**config.mk**
```make
export PLATFORM = sky130hd
export DESIGN_NAME = imem_loader
export DESIGN_NICKNAME = d
export VERILOG_FILES = /design/src/rtl/imem_pkg.sv /design/src/rtl/imem_loader_byte_packer.sv /design/src/rtl/imem_loader.sv
export SDC_FILE = /design/constraint.sdc
export NUM_CORES = 1
export LEC_CHECK = 0
export CORE_ASPECT_RATIO = 0.8
export CORE_MARGIN = 5
export CORE_UTILIZATION = 52
export DETAILED_ROUTE_END_ITERATION = 8
export GPL_TIMING_DRIVEN = 0
export PLACE_DENSITY_LB_ADDON = 0.2
export RECOVER_POWER = 100
export SLEW_MARGIN = 25
export SYNTH_ARGS = -nofsm -noshare
export SYNTH_HDL_FRONTEND = slang
export SYNTH_HIERARCHICAL = 1
export SYNTH_SLANG_ARGS = --single-unit
```
**constraint.sdc**
```tcl
create_clock -name clk_i -period 4.2 [get_ports clk_i]
set_clock_uncertainty 0.1 [all_clocks]
set_input_delay 0.63 -clock clk_i [delete_from_list [all_inputs] [get_ports clk_i]]
set_output_delay 0.63 -clock clk_i [all_outputs]
set_load 0.02 [all_outputs]
```
**src/rtl/imem_pkg.sv**
```systemverilog
// Shared instruction-memory definitions, used by the loader and by fetch.
//   INSTR_SIZE      instruction width in bits (multiple of 8)
//   ADDR_SIZE       byte-address width, equal to the PC width
//   BYTES_PER_INSTR stream bytes per instruction
//   loader_state_t  loader FSM states
package imem_pkg;

  localparam int unsigned INSTR_SIZE      = 24;
  localparam int unsigned ADDR_SIZE       = INSTR_SIZE + 8;
  localparam int unsigned BYTES_PER_INSTR = INSTR_SIZE / 8;

  // Width of the header length field and of the instruction counter.
  localparam int unsigned COUNT_W = 16;

  typedef enum logic [2:0] {
    IDLE,
    HDR0,
    HDR1,
    DATA,
    WRITE,
    CSUM,
    DONE
  } loader_state_t;

endpackage

```
**src/rtl/imem_loader_byte_packer.sv**
```systemverilog
// Packs stream bytes, MSB first, into one instruction word.
//   clk_i    clock
//   rst_ni   asynchronous active-low reset
//   clr_i    clear shift register and byte counter
//   shift_i  shift byte_i in from the right
//   byte_i   stream byte
//   last_o   the next shifted byte completes the instruction
//   data_o   packed instruction; held until the next clr_i/shift_i
module imem_loader_byte_packer
  import imem_pkg::*;
(
  input  logic                  clk_i,
  input  logic                  rst_ni,
  input  logic                  clr_i,
  input  logic                  shift_i,
  input  logic [7:0]            byte_i,
  output logic                  last_o,
  output logic [INSTR_SIZE-1:0] data_o
);

  localparam int unsigned CntW = (BYTES_PER_INSTR > 1) ? $clog2(BYTES_PER_INSTR) : 1;
  localparam logic [CntW-1:0] LastCnt = CntW'(BYTES_PER_INSTR - 1);

  logic [INSTR_SIZE-1:0] data_q, data_d;
  logic [CntW-1:0]       cnt_q, cnt_d;

  assign last_o = (cnt_q == LastCnt);
  assign data_o = data_q;

  always_comb begin
    data_d = data_q;
    cnt_d  = cnt_q;
    if (clr_i) begin
      data_d = '0;
      cnt_d  = '0;
    end else if (shift_i) begin
      // Older bytes move towards the MSB; overflow bits fall off the top.
      data_d = INSTR_SIZE'({data_q, byte_i});
      cnt_d  = last_o ? '0 : cnt_q + 1'b1;
    end
  end

  always_ff @(posedge clk_i or negedge rst_ni) begin
    if (!rst_ni) begin
      data_q <= '0;
      cnt_q  <= '0;
    end else begin
      data_q <= data_d;
      cnt_q  <= cnt_d;
    end
  end

endmodule

```
**src/rtl/imem_loader.sv**
```systemverilog
// Instruction-RAM writer. Receives a length-prefixed byte stream, packs it into
// instructions and writes them at byte addresses 0, 4, 8, ... while holding the core.
// Optional trailer checksum: define IMEM_LOADER_CHECKSUM_EN.
//   clk_i         clock, rising edge
//   rst_ni        asynchronous active-low reset
//   load_start_i  start a load (sampled only in IDLE)
//   byte_valid_i  stream byte offered
//   byte_data_i   stream byte
//   byte_ready_o  loader accepts a byte this cycle
//   wr_en_o       one-cycle RAM write strobe
//   wr_addr_o     RAM byte address
//   wr_data_o     packed instruction
//   cpu_hold_o    holds PC and pipeline during a load
//   load_done_o   one-cycle pulse at end of load
//   len_err_o     sticky: header count exceeded DEPTH
//   cksum_err_o   sticky: trailer mismatch (IMEM_LOADER_CHECKSUM_EN only)
module imem_loader
  import imem_pkg::*;
#(
  parameter int unsigned DEPTH = 256
) (
  input  logic                  clk_i,
  input  logic                  rst_ni,
  input  logic                  load_start_i,
  input  logic                  byte_valid_i,
  input  logic [7:0]            byte_data_i,
  output logic                  byte_ready_o,
  output logic                  wr_en_o,
  output logic [ADDR_SIZE-1:0]  wr_addr_o,
  output logic [INSTR_SIZE-1:0] wr_data_o,
  output logic                  cpu_hold_o,
  output logic                  load_done_o,
`ifdef IMEM_LOADER_CHECKSUM_EN
  output logic                  cksum_err_o,
`endif
  output logic                  len_err_o
);

`ifdef IMEM_LOADER_CHECKSUM_EN
  localparam loader_state_t AfterPayload = CSUM;
`else
  localparam loader_state_t AfterPayload = DONE;
`endif

  loader_state_t        state_q, state_d;
  logic [7:0]           n_hi_q, n_hi_d;
  logic [COUNT_W-1:0]   n_q, n_d;
  logic [COUNT_W-1:0]   count_q, count_d;
  logic                 len_err_q, len_err_d;
`ifdef IMEM_LOADER_CHECKSUM_EN
  logic [7:0]           xor_q, xor_d;
  logic                 cksum_err_q, cksum_err_d;
`endif

  logic xfer;
  logic pk_clr, pk_shift, pk_last;

`ifdef IMEM_LOADER_CHECKSUM_EN
  assign byte_ready_o = state_q inside {HDR0, HDR1, DATA, CSUM};
  assign cksum_err_o  = cksum_err_q;
`else
  assign byte_ready_o = state_q inside {HDR0, HDR1, DATA};
`endif

  assign xfer        = byte_valid_i & byte_ready_o;
  assign pk_shift    = (state_q == DATA) & xfer;
  assign cpu_hold_o  = state_q inside {HDR0, HDR1, DATA, WRITE, CSUM};
  assign load_done_o = (state_q == DONE);
  assign len_err_o   = len_err_q;

  // Instructions beyond the RAM are still packed but never written.
  assign wr_en_o   = (state_q == WRITE) && (32'(count_q) < DEPTH);
  assign wr_addr_o = ADDR_SIZE'({count_q, 2'b00});

  imem_loader_byte_packer u_byte_packer (
    .clk_i   (clk_i),
    .rst_ni  (rst_ni),
    .clr_i   (pk_clr),
    .shift_i (pk_shift),
    .byte_i  (byte_data_i),
    .last_o  (pk_last),
    .data_o  (wr_data_o)
  );

  always_comb begin
    state_d   = state_q;
    n_hi_d    = n_hi_q;
    n_d       = n_q;
    count_d   = count_q;
    len_err_d = len_err_q;
    pk_clr    = 1'b0;
`ifdef IMEM_LOADER_CHECKSUM_EN
    xor_d       = xor_q;
    cksum_err_d = cksum_err_q;
    if (xfer && (state_q != CSUM)) begin
      xor_d = xor_q ^ byte_data_i;
    end
`endif

    unique case (state_q)
      IDLE: begin
        if (load_start_i) begin
          state_d   = HDR0;
          count_d   = '0;
          len_err_d = 1'b0;
`ifdef IMEM_LOADER_CHECKSUM_EN
          xor_d       = '0;
          cksum_err_d = 1'b0;
`endif
        end
      end
      HDR0: begin
        if (xfer) begin
          n_hi_d  = byte_data_i;
          state_d = HDR1;
        end
      end
      HDR1: begin
        if (xfer) begin
          n_d = {n_hi_q, byte_data_i};
          if (n_d == '0) begin
            state_d = AfterPayload;
          end else begin
            state_d = DATA;
            pk_clr  = 1'b1;
          end
          if (32'(n_d) > DEPTH) begin
            len_err_d = 1'b1;
          end
        end
      end
      DATA: begin
        if (xfer && pk_last) begin
          state_d = WRITE;
        end
      end
      WRITE: begin
        count_d = count_q + 1'b1;
        if (count_d < n_q) begin
          state_d = DATA;
          pk_clr  = 1'b1;
        end else begin
          state_d = AfterPayload;
        end
      end
`ifdef IMEM_LOADER_CHECKSUM_EN
      CSUM: begin
        if (xfer) begin
          if (byte_data_i != xor_q) begin
            cksum_err_d = 1'b1;
          end
          state_d = DONE;
        end
      end
`endif
      DONE: begin
        state_d = IDLE;
      end
      default: begin
        state_d = IDLE;
      end
    endcase
  end

  always_ff @(posedge clk_i or negedge rst_ni) begin
    if (!rst_ni) begin
      state_q   <= IDLE;
      n_hi_q    <= '0;
      n_q       <= '0;
      count_q   <= '0;
      len_err_q <= 1'b0;
    end else begin
      state_q   <= state_d;
      n_hi_q    <= n_hi_d;
      n_q       <= n_d;
      count_q   <= count_d;
      len_err_q <= len_err_d;
    end
  end

`ifdef IMEM_LOADER_CHECKSUM_EN
  always_ff @(posedge clk_i or negedge rst_ni) begin
    if (!rst_ni) begin
      xor_q       <= '0;
      cksum_err_q <= 1'b0;
    end else begin
      xor_q       <= xor_d;
      cksum_err_q <= cksum_err_d;
    end
  end
`endif

endmodule

```
* Word-level counts from Yosys, hierarchy flattened
Cells that the tools add are included.
** Operators by class
- Magnitude comparators :: 3
- Bitwise logic cells :: 2
- Reduce and logical (&&, ||, !) cells :: 14
- Equality and inequality tests :: 12
- Muxes and demuxes :: 22
- Add/sub/neg operators :: 2
** Operators by type and width (number)
- $mux 24 :: 2
- $pmux 16 s2 :: 1
- $mux 3 :: 6
- $add 16x1->16 const B :: 1
- $gt 16x9->1 const B :: 1
- $logic_not 16->1 :: 1
- $lt 16x16->1 :: 1
- $lt 16x9->1 const B :: 1
- $mux 16 :: 1
- $pmux 3 s5 :: 1
- $eq 3x3->1 const B :: 3
- $reduce_and 4->1 :: 2
- $eq 3x2->1 const B :: 2
- $mux 1 :: 6
- $mux 2 :: 3
- $ne 2x2->1 const B :: 3
- $reduce_and 2->1 :: 3
- $reduce_bool 2->1 :: 3
- $reduce_bool 5->1 :: 1
- $ne 2x1->1 const B :: 2
- $pmux 1 s2 :: 2
- $eq 3x1->1 const B :: 1
- $logic_not 3->1 :: 1
- $reduce_bool 3->1 :: 1
- 4 further kinds :: 6
** Storage, ports and cells
- Output and inout bits :: 61
- Flip-flop bits (word level) :: 70
- Input bits :: 12
- Word-level logic and storage cells :: 62

* Logic depth before layout (Yosys ltp)
Gate-level depths: netlist of run 1.
- Word-level depth :: 6
- Mapped depth :: 14
- Gate-level depth less buffers :: 12

* Modules after synthesis
The synthesis of run 1 kept the hierarchy.
** Modules (own cells, without submodules)
- imem_loader :: sequential area each 1101.1 µm², area each 2670.1 µm², cells each 287, instances 1
- imem_loader_byte_packer :: sequential area each 650.6 µm², area each 1066.0 µm², cells each 87, instances 1

* Worst setup path before layout of run 1
No wires, ideal clock.
- Path type :: flip-flop to flip-flop
- Start :: register count_q[2]
- End :: register u_byte_packer.data_q[10], in the netlist u_byte_packer/data_o[10]
- Buffers on the path :: 3
- Cell stages (with the launch flop) :: 15
- Data required time :: 4.028 ns
- Setup slack :: 1.108 ns
- Period minus slack after synthesis :: 3.092 ns
- Library setup time :: 0.072 ns
- Data arrival time :: 2.920 ns
- Path through :: dfrtp_1 -> buf_2 -> nand3_2 -> nor4_4 -> and3_1 -> xor2_1 -> ha_1 -> nand4_1 -> nor4_1 -> o211ai_1 -> o211ai_1 -> o22ai_1 -> clkbuf_1 -> buf_2 -> nor2_1
** On the way
- Cells in the longest elaborated chain, start to end :: 5
- Elaborated cells between the ends (all ways) :: 6
- Those cells by class :: add/sub: 1; order compare: 1; mux: 3; reduce/logical: 1
** Ends and longest elaborated chain
- from (decl) :: line imem_loader.sv:48 : logic [COUNT_W-1:0] count_q, count_d;
- from (signal assigned) :: line imem_loader.sv:176 : count_q <= count_d;
- $add 16x1->16 * :: line imem_loader.sv:138 : count_d = count_q + 1'b1;
- $lt 16x16->1 * :: line imem_loader.sv:139 : if (count_d < n_q) begin
- $mux 1 * :: line imem_loader.sv:139
- $pmux 1 s2 * :: line imem_loader.sv:100 : unique case (state_q)
- named net pk_clr :: line imem_loader.sv:56 : logic pk_clr, pk_shift, pk_last;
- $mux 24 / $reduce_bool 2->1 (equally long branches)
- to (signal assigned) :: line imem_loader_byte_packer.sv:48 : data_q <= data_d;
- to (decl) :: line imem_loader_byte_packer.sv:24 : logic [INSTR_SIZE-1:0] data_q, data_d;
Mark *: on every way through the listed nets, which the timed path passes. The rest lies on a longest branch.
A chain may end at the register's enable or synchronous reset.

* Worst setup path in the final report of run 1
- Start :: register count_q[0]
- End :: register u_byte_packer.data_q[23], in the netlist u_byte_packer/data_o[23]
The elaborated chain is that of the path after synthesis.

==> results of run 1 <==
[sequential cells by signal, summed over array words and instances, names as in the netlist]
register and count:
state_q 3, n_q 16, count_q 16, u_byte_packer/data_o 24, n_hi_q 8, u_byte_packer/cnt_q 2, len_err_o 1
[worst max-delay path, stage by stage (launching register included)]
cell and delay [ps]:
dfrtp_1 460, ha_1 290, nand4_1 230, nor3_1 360
nand2_1 150, xnor2_1 160, ha_1 320, nand4_1 160
nor4_1 380, o211ai_1 200, o211ai_1 200, o22ai_1 130
clkbuf_1 230, clkbuf_2 260, nor2_1 140
[cell type report]
cell class | count | area (µm²) | share of cell area (%)
plain buffers | 33 | 204 | 4.41
clock buffers | 9 | 124 | 2.68
clock inverters | 7 | 51.3 | 1.11
inverters | 20 | 75.1 | 1.62
multi-input cells | 266 | 1740 | 37.6
flip-flops and latches | 70 | 1750 | 37.9
well taps | 87 | 109 | 2.36
repair buffers | 57 | 567 | 12.3
[cell usage in the layout, fill, tap and decap left out, drive strengths merged, types with 15 or more instances in the layout]
cell | Yosys | final
clkbuf | 7 | 22
a21oi | 15 | 15
conb | 1 | 16
nand2 | 36 | 36
buf | 26 | 21
ha | 16 | 16
o21ai | 34 | 34
dfrtp | 70 | 70
mux2i | 24 | 24
dlygate4sd3 | 0 | 46
nor2 | 34 | 34
inv | 20 | 20
[worst max-delay path by stage]
stage | from | endpoint | cells after the start | slack (ps)
global placement | rst_ni | count_q[15] | 1 | -6
floorplan | count_q[2] | u_byte_packer/data_o[10] | 14 | 1110
finish | count_q[0] | u_byte_packer/data_o[23] | 14 | 350
global route | count_q[0] | u_byte_packer/data_o[20] | 14 | 60
detailed placement | count_q[0] | u_byte_packer/data_o[23] | 14 | 470
CTS | count_q[0] | u_byte_packer/data_o[23] | 14 | 440
[cell families after synthesis]
kind of cell	count (synthesis)	synth area share [%]
and+or+nand+nor	118	16.4
DFF	70	46.9
AOI/OAI and AO/OA	69	11.0
buffers and inverters	53	7.60
muxes	33	9.14
adders and majority gates	16	5.36
xor gates and xnor gates	14	3.48
other	1	0.100
[metal layers]
layer  vias to the layer above  wire length, µm  share of wire (%)
met3                        10              414                4.9
met4                         0              103                1.2
li1                       1436                -                  -
met2                        75             3820                 45
met1                      1408             4110                 49
met5                         -                0                  0
[power by group through the flow]
stage	Sequential, mW	Combinational [mW]	Clock, mW
6_report	1.08	1.15	0.481
5_1_grt	1.11	1.28	0.530
4_1_cts	1.08	1.21	0.492
3_5_place_dp	1.09	1.20	0
3_3_place_gp	1.09	1.17	0
2_1_floorplan	1.18	0.651	0
==> reports/metrics.yaml, run 1 <==
core_um2: 6930
syn2layout_area_growth_pct: 23.7
hold_ws_ps: 395
grt_util_met1_pct: 28.0
drtPass1Iterations: 4
io_pins: 73
min_path_type: "in2async"
layout_setup_ws_ps: 355
power_switching_mw: 1.10
fp-row-count: 27
worstMarginPinSlew_ps: 2090
synth.area.top_cells: "dfrtp_1, mux2i_1, ha_1"
worst_ep_required_time_ps: 4380
reg2reg_slack_ps: 350
h-tree-depth: 3
final_layout_size_suffix_gt1_share_pct: 10.8
drt-initial-drc-count: 107
avgSynthCellArea_um2: 9.99
syn_area_um2: 3740
yosysTopAreaCell: "dfrtp_1"
finalInstanceArea_um2: 4620
die_w_um: 105
synth_cells: 374
grt_busiest_layer: "met2"
post-place-ws_ps: 471
clk_latency_ps: 350
fin_util_pct: 66.7
synth-seq-area-share_pct: 46.9
ir_drop_v: 0.000339
wl_per_cell_um: 15.4
vias: 2929
vias_per_cell: 5.34
nFillCells: 580
synth-edff-count: 0
crit_fanout: 10
grt_overflow_total: 0
fp.dieH_um: 85.8
n_antenna_cell: 0
port_buffers: 56
max_freq_mhz: 260
cp.arrival_ps: 4020
hold_viol_final: 0
stdcell_count: 549
maxCapViolations: 1
drtAntennaViolNets: 0
yosys.area.top_type_share_pct: 46.9
cts_hold_buffers: 0
synthArstFlopShare_pct: 100
synth_flop_cell: "dfrtp_1"
maxSlewViolCount: 49
setup.worst_path.start_class: "register"
fp.dieArea_um2: 8990
start_util_pct: 53.9
cts_buffer_depth: 2
cts_tree: "done"
intPower_mw: 1.61
gr-usage-met2_pct: 30.5
reg2reg_depth: 14
ys_warn_count: 6
antenna_found_initial: 0
place.detailed.hpwl_um: 6260
leakage_nw: 2.26
fin_setup_tns_ps: 0
cts_root_buf: "clkbuf_8"
finalCritPeriodShare_pct: 91.5
synth_most_common_cell: "dfrtp_1"
critical_path_class: "reg2reg"
grtUsageMet3_pct: 5.42
grt_start_max_net_pins: 49
ctsResizeCount: 0
violations: "capacitance limit, slew limit"
ys_ff_latch: 70
gp_congestion: 0.835
outcome: "complete, but fails checks"
grt_use_total_pct: 19.9
p_sw_share_pct: 40.5
grt_first_pass_wirelength_um: 14600
seq_power_share_pct: 39.8
pwr-share-comb_pct: 42.4
ys_types: 49
dp.cells: 533
rsz0062_at_grt: "false"
yosys-top-cells-count: "dfrtp_1, nand2_1, nor2_1"
reg2reg_from: "count_q[0]"
cts.sinks: 70
wl_um: 8450
timing.slew.headroom_pct: -39.5
dpl_cell_area_um2: 4490
grt_pass1_vias: 2953
clk_pin_slew_ps: 80
power_density_nw_per_um2: 585
period_needed_ps: 3850
power_mw: 2.70
remaining_drc_errors: 0
postCtsSetupBuffers: 0
worstSetupEndpointType: "register"
finalSetupViolCount: 0
worstReg2RegEnd: "u_byte_packer/data_o[23]"
cts_buffers: 9
p_clk_share_pct: 17.8
nets: 485
Power figures use the tool's default switching activity.
==> run 2, diff against run 1 <==
CELL_PAD_IN_SITES_DETAIL_PLACEMENT = 1   (was not set)
CELL_PAD_IN_SITES_GLOBAL_PLACEMENT = 2   (was not set)
CORE_UTILIZATION = 33   (was 52)
CTS_BUF_LIST = sky130_fd_sc_hd__clkbuf_8   (was not set)
==> reports/metrics.yaml, run 2 (same netlist as run 1, synthesis figures left out) <==
die_w_um: 129  # +23%
syn2layout_area_growth_pct: 26.1
drtPass1Iterations: 4  # unchanged
worstMarginPinSlew_ps: 2050  # -41.6 ps
register_area_um2: 1750  # unchanged
crit_fanout: 10  # unchanged
fp-row-count: 34  # +26%
reg2reg_slack_ps: 370  # about the same
clk_latency_ps: 340  # about the same
vias_per_cell: 4.94  # -7.5%
multi_input_area_um2: 1740  # +0.29%
reg2reg_depth: 14  # unchanged
grt_overflow_total: 0  # unchanged
grt_first_pass_wirelength_um: 16900  # +15%
gr-usage-met2_pct: 24.6  # -5.9 points
min_path_type: "reg2reg"
finalInstanceArea_um2: 4710  # +1.9%
max_freq_mhz: 261  # +0.37%
grt_start_max_net_pins: 46  # -6.1%
n_antenna_cell: 0  # unchanged
cts_root_buf: "clkbuf_8"
fp.dieArea_um2: 13600  # +51%
finalSetupViolCount: 0  # unchanged
cts_buffer_depth: 2  # unchanged
cts.sinks: 70  # unchanged
maxCapViolations: 1  # unchanged
remaining_drc_errors: 0  # unchanged
hold_viol_final: 0  # unchanged
hold_path_depth: 2
gp_congestion: 0.753  # -9.9%
layout_common_cells: "dfrtp_1, dlygate4sd3_1, nand2_1"
nets: 485  # unchanged
grtUsageMet3_pct: 2.70  # -2.7 points
layout_setup_ws_ps: 369  # +14.1 ps
io_pins: 73  # unchanged
dpl_cell_area_um2: 4560  # +1.6%
vias: 2987  # +2.0%
setup.worst_path.start_class: "register"
grt_util_met1_pct: 21.8  # -6.2 points
drtAntennaViolNets: 0  # unchanged
startpoint: "count_q[0]"
reg2reg_from: "count_q[0]"
postCtsSetupBuffers: 0  # unchanged
grt_busiest_layer: "met2"
wl_um: 9710  # +15%
antenna_found_initial: 0  # unchanged
worstSetupEndpointType: "register"
timing.slew.headroom_pct: -36.7  # +2.8 points
ir_drop_v: 0.000193  # -43%
grt_pass1_vias: 3235  # +9.5%
finalCritPeriodShare_pct: 91.2  # -0.34 points
fp.dieH_um: 105  # +23%
layout_commonest_cell: "dfrtp_1"
clk_pin_slew_ps: 80  # about the same
worst_ep_required_time_ps: 4370  # about the same
cts_tree: "done"
nFillCells: 1286  # +120%
outcome: "complete, but fails checks"
place.detailed.hpwl_um: 7450  # +19%
rsz0062_at_grt: "false"
leakage_nw: 2.29  # +0.96%
drt-initial-drc-count: 92  # -14%
cts_hold_buffers: 0  # unchanged
start_util_pct: 34.0  # -20 points
violations: "capacitance limit, slew limit"
grt_use_total_pct: 15.4  # -4.6 points
period_needed_ps: 3830  # -14.1 ps
core_um2: 11000  # +58%
power_density_nw_per_um2: 592  # +1.1%
critical_path_class: "reg2reg"
wl_per_cell_um: 16.1  # +4.3%
maxSlewViolCount: 46  # -6.1%
post-place-ws_ps: 226  # -244 ps
endpoint: "u_byte_packer/data_o[8]"
h-tree-depth: 3  # unchanged
cp.arrival_ps: 4000  # -20 ps
port_buffers: 56  # unchanged
final_layout_size_suffix_gt1_share_pct: 11.1  # +0.24 points
ctsResizeCount: 0  # unchanged
worstReg2RegEnd: "u_byte_packer/data_o[8]"
cts_buffers: 9  # unchanged
largest_register_ffs: 24  # unchanged
## run 2: layer usage
metal,up-vias,share of wire (%)
met5,-,0
met4,0,0.84
met3,7,2.7
met2,49,47
met1,1500,50
li1,1431,-
## run 2: cell type report
type                       instances  area share, %
multi-input combinational        266           37.0
clock buffer                       9           2.63
clock inverter                     6           1.35
inverter                          20           1.59
buffer                            33           4.33
timing repair buffer              57           12.0
sequential                        70           37.2
tap                              144           3.83
## run 2: critical path, cell delays in order, from the launching register on
cell and delay, ps:
dfrtp_1 470, ha_1 320, nand4_1 250, nor3_2 260, nand2_1 130, xnor2_1 150, ha_1 320, nand4_1 170
nor4_1 360, o211ai_1 220, o211ai_1 220, o22ai_1 140, clkbuf_1 240, buf_2 250, nor2_1 150
## run 2: worst min-delay path by stage
stage | from | to
finish | n_hi_q[4] | n_q[12]
detailed placement | n_hi_q[4] | n_q[12]
floorplan | rst_ni | count_q[0]
CTS | rst_ni | u_byte_packer/data_o[17]
global placement | n_hi_q[3] | n_q[11]
global route | n_hi_q[4] | n_q[12]
## run 2: power by group
part / leakage (nW) / switching [mW] / internal [mW]
Sequential: 0.918 / 0.173 / 0.908
Clock: 0.0911 / 0.264 / 0.270
Combinational: 1.28 / 0.680 / 0.491
## run 2: through the flow
stage / utilization, % / cells / total power, mW / hold WS [ps] / TNS (ps)
after floorplan: - / 389 / 1.83 / 234 / 0
after global placement: 41.3 / 589 / 2.29 / 399 / -14980
after detailed placement: 41.5 / 590 / 2.34 / 399 / 0
after CTS: 43.2 / 605 / 2.89 / 99.8 / 0
after global routing: 42.9 / 605 / 3.02 / 449 / 0
final: 42.9 / 605 / 2.79 / 408 / 0
==> run 3, diff against run 2 <==
SETUP_SLACK_MARGIN = 0.02   (was not set)
==> reports/metrics.yaml, run 3 (same netlist as run 1, synthesis figures left out) <==
outcome: "complete, but fails checks"
violations: "capacitance limit, slew limit"
clk_latency_ps: 340  # about the same
remaining_drc_errors: 0  # unchanged
seq_power_share_pct: 38.8  # about the same
fp.dieH_um: 105  # unchanged
clk_pin_slew_ps: 80  # about the same
post-place-ws_ps: 226  # unchanged
place.detailed.hpwl_um: 7450  # unchanged
hold_viol_final: 0  # unchanged
grtUsageMet3_pct: 2.70  # unchanged
gr-usage-met2_pct: 24.6  # unchanged
grt_util_met1_pct: 21.8  # unchanged
p_sw_share_pct: 40.1  # about the same
finalInstanceArea_um2: 4710  # about the same
timing.slew.headroom_pct: -36.7  # about the same
maxSlewViolCount: 46  # unchanged
nets: 485  # unchanged
finalSetupViolCount: 0  # unchanged
finalCritPeriodShare_pct: 90.6  # -0.65 points
grt_use_total_pct: 15.4  # unchanged
grt_overflow_total: 0  # unchanged
cts_tree: "done"
vias_per_cell: 4.94  # unchanged
p_clk_share_pct: 19.1  # about the same
grt_start_max_net_pins: 46  # unchanged
drt-initial-drc-count: 93  # +1.1%
grt_pass1_vias: 3235  # unchanged
worst_ep_required_time_ps: 4360  # about the same
largest_register_ffs: 24  # unchanged
layout_commonest_cell: "dfrtp_1"
rsz0062_at_grt: "false"
worstMarginPinSlew_ps: 2050  # -0.0133 ps
cts_buffers: 9  # unchanged
slowest_delay_ps: 480  # about the same
start_util_pct: 34.0  # unchanged
dpl_cell_area_um2: 4560  # unchanged
syn2layout_area_growth_pct: 26.1  # about the same
fp-row-count: 34  # unchanged
cpMaxStageDelayCell: "dfrtp_1"
nFillCells: 1285  # -0.078%
wl_per_cell_um: 16.0  # -0.11%
cp.arrival_ps: 3970  # -30 ps
layout_common_cells: "dfrtp_1, dlygate4sd3_1, nand2_1"
port_buffers: 56  # unchanged
period_needed_ps: 3800  # -27.1 ps
grt_first_pass_wirelength_um: 16900  # unchanged
crit_fanout: 10  # unchanged
fp.dieArea_um2: 13600  # unchanged
max_freq_mhz: 263  # +0.71%
gp_congestion: 0.753  # unchanged
layout_setup_ws_ps: 396  # +27.1 ps
worstSetupEndpointType: "register"
cts_buffer_depth: 2  # unchanged
cts_root_buf: "clkbuf_8"
critical_path_class: "reg2reg"
n_antenna_cell: 0  # unchanged
h-tree-depth: 3  # unchanged
antenna_found_initial: 0  # unchanged
core_um2: 11000  # unchanged
wl_um: 9700  # -0.11%
min_path_type: "reg2reg"
final_layout_size_suffix_gt1_share_pct: 11.3  # +0.22 points
postCtsSetupBuffers: 0  # unchanged
ir_drop_v: 0.000193  # unchanged
drtAntennaViolNets: 0  # unchanged
intPower_mw: 1.67  # about the same
leakage_nw: 2.28  # -0.17%
io_pins: 73  # unchanged
grt_busiest_layer: "met2"
cp_num_buf_inv: 2  # unchanged
hold_ws_ps: 408  # unchanged
drtPass1Iterations: 4  # unchanged
maxCapViolations: 1  # unchanged
die_w_um: 129  # unchanged
path_delay_family: "simple AND/OR/NAND/NOR gates"
power_density_nw_per_um2: 591  # about the same
power_switching_mw: 1.12  # about the same
vias: 2987  # unchanged
setup.worst_path.start_class: "register"
cts.sinks: 70  # unchanged
fin_setup_tns_ps: 0  # unchanged
path_cells: "ha_2 > nand4_1 > nor3_2 > nand2_1 > xnor2_1 > ha_1 > nand4_1 > nor4_1 > o211ai_1 > o211ai_1 > o22ai_1 > clkbuf_1 > clkbuf_2 > nor2_1"
pwr-share-comb_pct: 42.1  # about the same
[run 3: metal layers]
metal / share of wire, % / vias to the layer above
met5: 0 / -
met4: 0.85 / 0
met3: 2.7 / 7
met2: 47 / 49
met1: 50 / 1501
li1: - / 1430
[run 3: tightest hold or removal path: stages, from the launching register on]
cell and delay, ps:
dfrtp_1 360, nand2_1 50, o21ai_0 60
[run 3: what timing repair did]
action / CTS / global route
hold buffers: 0 / 0
setup endpoints to repair: 0 / 20
resized for setup: 0 / 2
hold endpoints to repair: 0 / 0
[run 3: worst paths after layout]
| kind | slack (ps) | end | cells after the start | startpoint |
|---|---|---|---|---|
| min in group asynchronous | 500 | u_byte_packer/data_o[17] | 1 | rst_ni |
| min | 410 | n_q[12] | 2 | n_hi_q[4] |
| max reg2reg | 400 | u_byte_packer/data_o[22] | 14 | count_q[0] |
| max | 400 | u_byte_packer/data_o[22] | 14 | count_q[0] |
| max in group asynchronous | 790 | count_q[10] | 2 | rst_ni |
| min reg2reg | 410 | n_q[12] | 2 | n_hi_q[4] |
[run 3: stage by stage]
step	std cells	utilization, %	power, mW
3_5_place_dp	590	41.5	2.34
3_3_place_gp	589	41.3	2.29
5_1_grt	605	42.9	3.02
6_report	605	42.9	2.79
4_1_cts	605	43.2	2.89
2_1_floorplan	389	-	1.83
[run 3: power by group through the flow]
stage / combinational, mW / sequential [mW] / clock (mW)
after global placement: 1.19 / 1.10 / 0
final: 1.17 / 1.08 / 0.534
after CTS: 1.24 / 1.09 / 0.549
after floorplan: 0.651 / 1.18 / 0
after detailed placement: 1.24 / 1.11 / 0
after global routing: 1.31 / 1.12 / 0.584
[run 3: cell type report]
class | count | area, µm² | share of cell area (%)
Buffer | 33 | 204 | 4.33
Clock buffer | 9 | 124 | 2.63
Sequential cell | 70 | 1750 | 37.2
Clock inverter | 6 | 63.8 | 1.35
Inverter | 20 | 75.1 | 1.59
Timing Repair Buffer | 57 | 567 | 12.0
Multi-Input combinational cell | 266 | 1750 | 37.1
Tap cell | 144 | 180 | 3.82
